[src/rtl/alu_pkg.sv]
// Shared encodings for the ALU decode path.
// Contents: ALUctrl codes, RV32I opcode constants, ResultSrc codes, the
// immediate format enum, and the funct3 -> ALUctrl map used by R- and I-ALU.
package alu_pkg;

  localparam logic [2:0] ALU_ADD  = 3'b000;
  localparam logic [2:0] ALU_PASS = 3'b001;
  localparam logic [2:0] ALU_AND  = 3'b010;
  localparam logic [2:0] ALU_OR   = 3'b011;
  localparam logic [2:0] ALU_SLT  = 3'b101;

  localparam logic [6:0] OP_R      = 7'b0110011;
  localparam logic [6:0] OP_I      = 7'b0010011;
  localparam logic [6:0] OP_LOAD   = 7'b0000011;
  localparam logic [6:0] OP_STORE  = 7'b0100011;
  localparam logic [6:0] OP_BRANCH = 7'b1100011;
  localparam logic [6:0] OP_LUI    = 7'b0110111;
  localparam logic [6:0] OP_JAL    = 7'b1101111;

  localparam logic [1:0] RES_ALU = 2'b00;
  localparam logic [1:0] RES_MEM = 2'b01;
  localparam logic [1:0] RES_PC4 = 2'b10;

  typedef enum logic [2:0] {
    IMM_I,
    IMM_S,
    IMM_B,
    IMM_U,
    IMM_J
  } imm_type_e;

  // Returns {supported, alu_ctrl} for the arithmetic funct3 values we implement.
  function automatic logic [3:0] alu_f3_map(input logic [2:0] f3);
    logic [3:0] r;
    r = {1'b0, ALU_ADD};
    case (f3)
      3'b000:  r = {1'b1, ALU_ADD};
      3'b111:  r = {1'b1, ALU_AND};
      3'b110:  r = {1'b1, ALU_OR};
      3'b010:  r = {1'b1, ALU_SLT};
      default: r = {1'b0, ALU_ADD};
    endcase
    return r;
  endfunction

endpackage

[src/rtl/alu_decode_stage_imm_ext.sv]
// imm_ext: combinational immediate extractor, reused by later stages.
// Ports:
//   in_instr  [DATA_WIDTH]  raw instruction (RV32I fields in bits 31:0)
//   imm_type                immediate format to extract
//   imm       [DATA_WIDTH]  sign-extended immediate
module imm_ext
  import alu_pkg::*;
#(
  parameter int DATA_WIDTH = 32
) (
  input  logic [DATA_WIDTH-1:0] in_instr,
  input  imm_type_e             imm_type,
  output logic [DATA_WIDTH-1:0] imm
);

  logic [31:0] i;
  logic [31:0] imm32;

  assign i = in_instr[31:0];

  // Every format takes its sign from i[31]; build the 32-bit value first,
  // then widen by signed cast so wider datapaths still sign-extend.
  always_comb begin
    imm32 = {{20{i[31]}}, i[31:20]};
    case (imm_type)
      IMM_I:   imm32 = {{20{i[31]}}, i[31:20]};
      IMM_S:   imm32 = {{20{i[31]}}, i[31:25], i[11:7]};
      IMM_B:   imm32 = {{19{i[31]}}, i[31], i[7], i[30:25], i[11:8], 1'b0};
      IMM_U:   imm32 = {i[31:12], 12'b0};
      IMM_J:   imm32 = {{11{i[31]}}, i[31], i[19:12], i[20], i[30:21], 1'b0};
      default: imm32 = {{20{i[31]}}, i[31:20]};
    endcase
  end

  assign imm = DATA_WIDTH'($signed(imm32));

endmodule

[src/rtl/alu_decode_stage.sv]
// alu_decode_stage: registered RV32I decode stage feeding the ALU and the
// mem/writeback logic. One-entry output register with valid/ready
// backpressure and flush.
// Ports:
//   clk, rst_n                 clock, async active-low reset
//   in_valid/in_ready          upstream handshake; in_instr, in_pc payload
//   flush                      drops held and incoming instruction
//   out_valid/out_ready        downstream handshake
//   out_pc, ALUctrl, ALUsrc, imm, RegWrite, MemWrite, ResultSrc,
//   Branch, BranchNe, Jump, rs1, rs2, rd, illegal   registered decode bundle
module alu_decode_stage
  import alu_pkg::*;
#(
  parameter int DATA_WIDTH     = 32,
  parameter int REG_ADDR_WIDTH = 5
) (
  input  logic                      clk,
  input  logic                      rst_n,
  input  logic                      in_valid,
  output logic                      in_ready,
  input  logic [DATA_WIDTH-1:0]     in_instr,
  input  logic [DATA_WIDTH-1:0]     in_pc,
  input  logic                      flush,
  output logic                      out_valid,
  input  logic                      out_ready,
  output logic [DATA_WIDTH-1:0]     out_pc,
  output logic [2:0]                ALUctrl,
  output logic                      ALUsrc,
  output logic [DATA_WIDTH-1:0]     imm,
  output logic                      RegWrite,
  output logic                      MemWrite,
  output logic [1:0]                ResultSrc,
  output logic                      Branch,
  output logic                      BranchNe,
  output logic                      Jump,
  output logic [REG_ADDR_WIDTH-1:0] rs1,
  output logic [REG_ADDR_WIDTH-1:0] rs2,
  output logic [REG_ADDR_WIDTH-1:0] rd,
  output logic                      illegal
);

  logic       accept;
  logic [6:0] opcode;
  logic [2:0] funct3;
  logic [6:0] funct7;
  logic [3:0] f3map;

  logic [2:0]            dec_alu;
  logic                  dec_src, dec_rw, dec_mw, dec_br, dec_bne, dec_j, dec_ill;
  logic [1:0]            dec_res;
  imm_type_e             dec_imm_type;
  logic [DATA_WIDTH-1:0] dec_imm;

  logic                      out_valid_q, out_valid_d;
  logic [DATA_WIDTH-1:0]     pc_q, imm_q;
  logic [2:0]                alu_q;
  logic                      src_q, rw_q, mw_q, br_q, bne_q, j_q, ill_q;
  logic [1:0]                res_q;
  logic [REG_ADDR_WIDTH-1:0] rs1_q, rs2_q, rd_q;

  assign opcode = in_instr[6:0];
  assign funct3 = in_instr[14:12];
  assign funct7 = in_instr[31:25];
  assign f3map  = alu_f3_map(funct3);

  // Flush blocks acceptance here, which also gives it priority over accept.
  assign in_ready = !flush && (!out_valid_q || out_ready);
  assign accept   = in_valid && in_ready;

  // Enables are raised only on legal paths, so an illegal encoding
  // naturally leaves RegWrite/MemWrite/Branch/Jump at 0 and ALUctrl at add.
  always_comb begin
    dec_alu      = ALU_ADD;
    dec_src      = 1'b0;
    dec_rw       = 1'b0;
    dec_mw       = 1'b0;
    dec_res      = RES_ALU;
    dec_br       = 1'b0;
    dec_bne      = 1'b0;
    dec_j        = 1'b0;
    dec_ill      = 1'b0;
    dec_imm_type = IMM_I;
    case (opcode)
      OP_R: begin
        if (funct7 == 7'b0000000 && f3map[3]) begin
          dec_alu = f3map[2:0];
          dec_rw  = 1'b1;
        end else begin
          dec_ill = 1'b1;
        end
      end
      OP_I: begin
        if (f3map[3]) begin
          dec_alu = f3map[2:0];
          dec_src = 1'b1;
          dec_rw  = 1'b1;
        end else begin
          dec_ill = 1'b1;
        end
      end
      OP_LOAD: begin
        if (funct3 == 3'b010) begin
          dec_src = 1'b1;
          dec_rw  = 1'b1;
          dec_res = RES_MEM;
        end else begin
          dec_ill = 1'b1;
        end
      end
      OP_STORE: begin
        dec_imm_type = IMM_S;
        if (funct3 == 3'b010) begin
          dec_src = 1'b1;
          dec_mw  = 1'b1;
        end else begin
          dec_ill = 1'b1;
        end
      end
      OP_BRANCH: begin
        dec_imm_type = IMM_B;
        if (funct3[2:1] == 2'b00) begin
          dec_br  = 1'b1;
          dec_bne = funct3[0];
        end else begin
          dec_ill = 1'b1;
        end
      end
      OP_LUI: begin
        dec_imm_type = IMM_U;
        dec_alu      = ALU_PASS;
        dec_src      = 1'b1;
        dec_rw       = 1'b1;
      end
      OP_JAL: begin
        dec_imm_type = IMM_J;
        dec_j        = 1'b1;
        dec_rw       = 1'b1;
        dec_res      = RES_PC4;
      end
      default: dec_ill = 1'b1;
    endcase
  end

  imm_ext #(.DATA_WIDTH(DATA_WIDTH)) u_imm_ext (
    .in_instr (in_instr),
    .imm_type (dec_imm_type),
    .imm      (dec_imm)
  );

  always_comb begin
    out_valid_d = out_valid_q;
    if (flush)          out_valid_d = 1'b0;
    else if (accept)    out_valid_d = 1'b1;
    else if (out_ready) out_valid_d = 1'b0;
  end

  always_ff @(posedge clk or negedge rst_n) begin
    if (!rst_n) begin
      out_valid_q <= 1'b0;
      pc_q        <= '0;
      imm_q       <= '0;
      alu_q       <= '0;
      src_q       <= 1'b0;
      rw_q        <= 1'b0;
      mw_q        <= 1'b0;
      res_q       <= '0;
      br_q        <= 1'b0;
      bne_q       <= 1'b0;
      j_q         <= 1'b0;
      ill_q       <= 1'b0;
      rs1_q       <= '0;
      rs2_q       <= '0;
      rd_q        <= '0;
    end else begin
      out_valid_q <= out_valid_d;
      if (accept) begin
        pc_q  <= in_pc;
        imm_q <= dec_imm;
        alu_q <= dec_alu;
        src_q <= dec_src;
        rw_q  <= dec_rw;
        mw_q  <= dec_mw;
        res_q <= dec_res;
        br_q  <= dec_br;
        bne_q <= dec_bne;
        j_q   <= dec_j;
        ill_q <= dec_ill;
        rs1_q <= in_instr[15 +: REG_ADDR_WIDTH];
        rs2_q <= in_instr[20 +: REG_ADDR_WIDTH];
        rd_q  <= in_instr[7 +: REG_ADDR_WIDTH];
      end
    end
  end

  assign out_valid = out_valid_q;
  assign out_pc    = pc_q;
  assign imm       = imm_q;
  assign ALUctrl   = alu_q;
  assign ALUsrc    = src_q;
  assign RegWrite  = rw_q;
  assign MemWrite  = mw_q;
  assign ResultSrc = res_q;
  assign Branch    = br_q;
  assign BranchNe  = bne_q;
  assign Jump      = j_q;
  assign illegal   = ill_q;
  assign rs1       = rs1_q;
  assign rs2       = rs2_q;
  assign rd        = rd_q;

endmodule

[config.mk]
export PLATFORM = sky130hd
export DESIGN_NAME = alu_decode_stage
export DESIGN_NICKNAME = d
export VERILOG_FILES = /design/src/rtl/alu_pkg.sv /design/src/rtl/alu_decode_stage_imm_ext.sv /design/src/rtl/alu_decode_stage.sv
export SDC_FILE = /design/constraint.sdc
export NUM_CORES = 1
export LEC_CHECK = 0
export ABC_AREA = 1
export CORE_MARGIN = 1.5
export CORE_UTILIZATION = 40
export DETAILED_ROUTE_END_ITERATION = 10
export GPL_ROUTABILITY_DRIVEN = 0
export GPL_TIMING_DRIVEN = 0
export MAX_ROUTING_LAYER = met4
export PLACE_DENSITY = 0.77
export SLEW_MARGIN = 20
export SYNTH_ARGS = -nofsm -noshare
export SYNTH_HDL_FRONTEND = slang
export SYNTH_SLANG_ARGS = --single-unit
[constraint.sdc]
create_clock -name clk -period 1.3 [get_ports clk]
set_input_delay 0.26 -clock clk [delete_from_list [all_inputs] [get_ports clk]]
set_output_delay 0.26 -clock clk [all_outputs]
set_load 0.02 [all_outputs]
==> flow_metrics.env <==
export IMPL_antenna_found_initial=1
export IMPL_grt_pass1_vias=4113
export IMPL_critPathMaxFanout=3
export IMPL_fin_area_mm2=0.006397
export IMPL_register_area_mm2=0.002303
export IMPL_ff2ff_setup_slack_ns=-0.08
export IMPL_detail_route_antenna_nets=0
export IMPL_grt_usage_pct=24.10
export IMPL_cts_tree="yes"
export IMPL_drt_total_wl_um=12590
export IMPL_vias=4128
export IMPL_fin_util_pct=62.53
export IMPL_ys_seq_area_share_pct=54.96
export IMPL_netlist_top_cells_area="dfrtp_1 (55%), nand2_1 (23%), nand3_1 (4.7%)"
export IMPL_synth_top_area_cell="dfrtp_1"
export IMPL_power_density_mw_per_mm2=1173
export IMPL_coreArea_mm2=0.01023
export IMPL_cts_root_buf="clkbuf_8"
export IMPL_drv_cap=0
export IMPL_path_clk_slew_ns=0.08
export IMPL_n_fill_cell=906
export IMPL_r2r_start="out_valid"
export IMPL_fmax_ghz=0.7220
export IMPL_setup_ws_ns=-0.08497
export IMPL_dp_slack_ns=-0.7679
export IMPL_die_h_um=105.3
export IMPL_start_util_pct=40.94
export IMPL_via_per_inst=4.845
export IMPL_critPathLaunchType="flip-flop"
export IMPL_rows=37
export IMPL_finalHoldViolations=0
export IMPL_cp_end_kind="output port"
export IMPL_clock_sinks=92
export IMPL_vdd_ir_drop_max_uv=584.9
export IMPL_ys_seq_elements=92
export IMPL_ioPinCount=162
export IMPL_synth_cells=524
export IMPL_area_growth_syn_to_layout_pct=52.72
export IMPL_port_buffers=161
export IMPL_drc=0
export IMPL_first_iter_violations=225
export IMPL_cts_inserted_buffers=9
export IMPL_grt_max_degree=64
export IMPL_grt_overflow=0
export IMPL_reg2regPathDepth=7
export IMPL_min_path_type="in2reg"
export IMPL_fin_crit_sh_pct=106.5
export IMPL_power_leakage_uw=0.003384
export IMPL_layout_nets=779
export IMPL_grt_pass1_wl_um=20330
export IMPL_slew_headroom_pct=72.43
export IMPL_status="finished, violations left"
export IMPL_ctsLongestPathBuffers=2
export IMPL_dieArea_mm2=0.01110
export IMPL_synthesis_area_mm2=0.004189
export IMPL_wl_per_cell_um=14.78
export IMPL_skew_ns=0.01423
export IMPL_final_cell_mix="nand2_1 (246), dfrtp_1 (91), clkdlybuf4s50_1 (56), buf_2 (53), clkdlybuf4s15_2 (42)"
export IMPL_critical_path_class="reg2out"
export IMPL_violations="setup timing"
export IMPL_layout_drive_gt1_share_pct=26.99
export IMPL_crit_start="out_valid"
export IMPL_die_width_um=105.3
export IMPL_worstPathArrival_ns=1.12
export IMPL_drt_first_pass_iters=5
export IMPL_slew_viol_final=0
export IMPL_synth_top_area_share_pct=54.96
export IMPL_reg2reg_to="BranchNe"
export IMPL_fin_total_pwr_uw=7503
export IMPL_critPathRequiredTime_ns=1.04
export IMPL_place_area_mm2=0.006050
export IMPL_yosysWarnings=0
export IMPL_hpwl_um=8974
export IMPL_multiInputGateArea_mm2=0.001798
export IMPL_worstMarginPinSlew_ns=0.4136
export IMPL_finalCriticalPeriod_ns=1.385
export IMPL_rsz0062_at_grt="yes"
export IMPL_layout_commonest_cell="nand2_1"
export IMPL_synth_cell_types=26
export IMPL_clk_latency_ns=0.38
export IMPL_htree_levels=3
export IMPL_setup_violations=65
export IMPL_fin_hold_ws_ns=0.2258
export IMPL_syn_avg_cell_area_um2=7.994
export IMPL_crit_end="in_ready"
export IMPL_synth_nets=593
## registers in the layout, indices dropped and copies added, names as in the netlist
signal and cells:
ResultSrc 2, MemWrite 1, out_pc 32, Branch 1, imm 32, rs2 5, illegal 1, rd 5
Jump 1, ALUsrc 1, rs1 5, ALUctrl 3, RegWrite 1, out_valid 1, BranchNe 1
## cell type report
class / instances / area share, %
Sequential cell: 92 / 36.01
Multi-Input combinational cell: 383 / 28.10
Timing Repair Buffer: 175 / 24.86
Buffer: 24 / 3.755
Tap cell: 136 / 2.660
Clock buffer: 9 / 1.936
Inverter: 25 / 1.467
Clock inverter: 7 / 1.173
Antenna cell: 1 / 0.03912
## stage by stage
step | cells | TNS [ns]
finish | 852 | -1.698
global route | 852 | -7.354
CTS | 851 | -2.279
detailed placement | 822 | -57.74
global placement | 821 | -359.85
floorplan | 524 | -2.717
## routing by layer
metal	global-route usage (%)	up-vias	share of wire, %	wire (um)
met1	30.66	1964	45	5662
met5	-	-	0	0
met3	2.659	18	4.8	605
li1	-	2003	-	-
met2	40.20	143	49	6160
met4	8.317	0	1.3	164
## cells in the mapped netlist
master / n
buf_2: 12
nor3_4: 1
nand2_2: 3
buf_4: 10
nor2_4: 4
nor2_1: 41
dfrtp_1: 92
nand3_1: 39
buf_6: 1
clkbuf_1: 1
nand4_1: 4
o21ai_0: 16
o31ai_1: 1
nor2_2: 1
nand2_4: 1
o21a_1: 2
inv_2: 2
nor3_1: 2
a21oi_1: 6
or2_2: 2
nand2_1: 254
nand2_8: 1
inv_1: 23
o211ai_1: 1
nand3_2: 3
o21ai_1: 1
## what timing repair did
item / 4_1_cts / 5_1_grt
gates resized for setup: 351 / 55
endpoints found under the setup margin: 184 / 131
cloned: 3 / 0
hold buffers: 1 / 0
endpoints found under the hold margin: 29 / 0
setup buffers: 9 / 1
pin swaps: 17 / 4
## report_power, final
group	total (uW)	leakage (uW)	internal, uW	switching (uW)
combinational	2100	0.00214	877	1220
sequential	3440	0.00115	3240	204
clock	1970	0.0000918	895	1070
## critical path, cell delays in order, from the launching register on
cell     delay [ns]
dfrtp_2        0.41
inv_2          0.06
nor2_4         0.05
nor2_4         0.11
buf_6          0.13
## kinds of logic (layout without fill, tap and decap cells)
group                  after synthesis  in the layout  synth area share, %
AND/OR/NAND/NOR                    356            356                35.75
flip-flops                          92             92                54.96
buffers and inverters               49            240                5.824
AO/OA/AOI/OAI                       27             27                3.465
other                                0              1                    0
## worst min-delay path by stage
stage,cells past startpoint,startpoint,to
finish,3,in_valid,out_valid
global route,3,in_valid,out_valid
CTS,2,rst_n,out_pc[27]
detailed placement,1,rst_n,out_pc[27]
global placement,2,out_pc[28],out_pc[28]
floorplan,0,rst_n,ALUctrl[0]
Note: power is estimated with default switching activity, not from simulation.
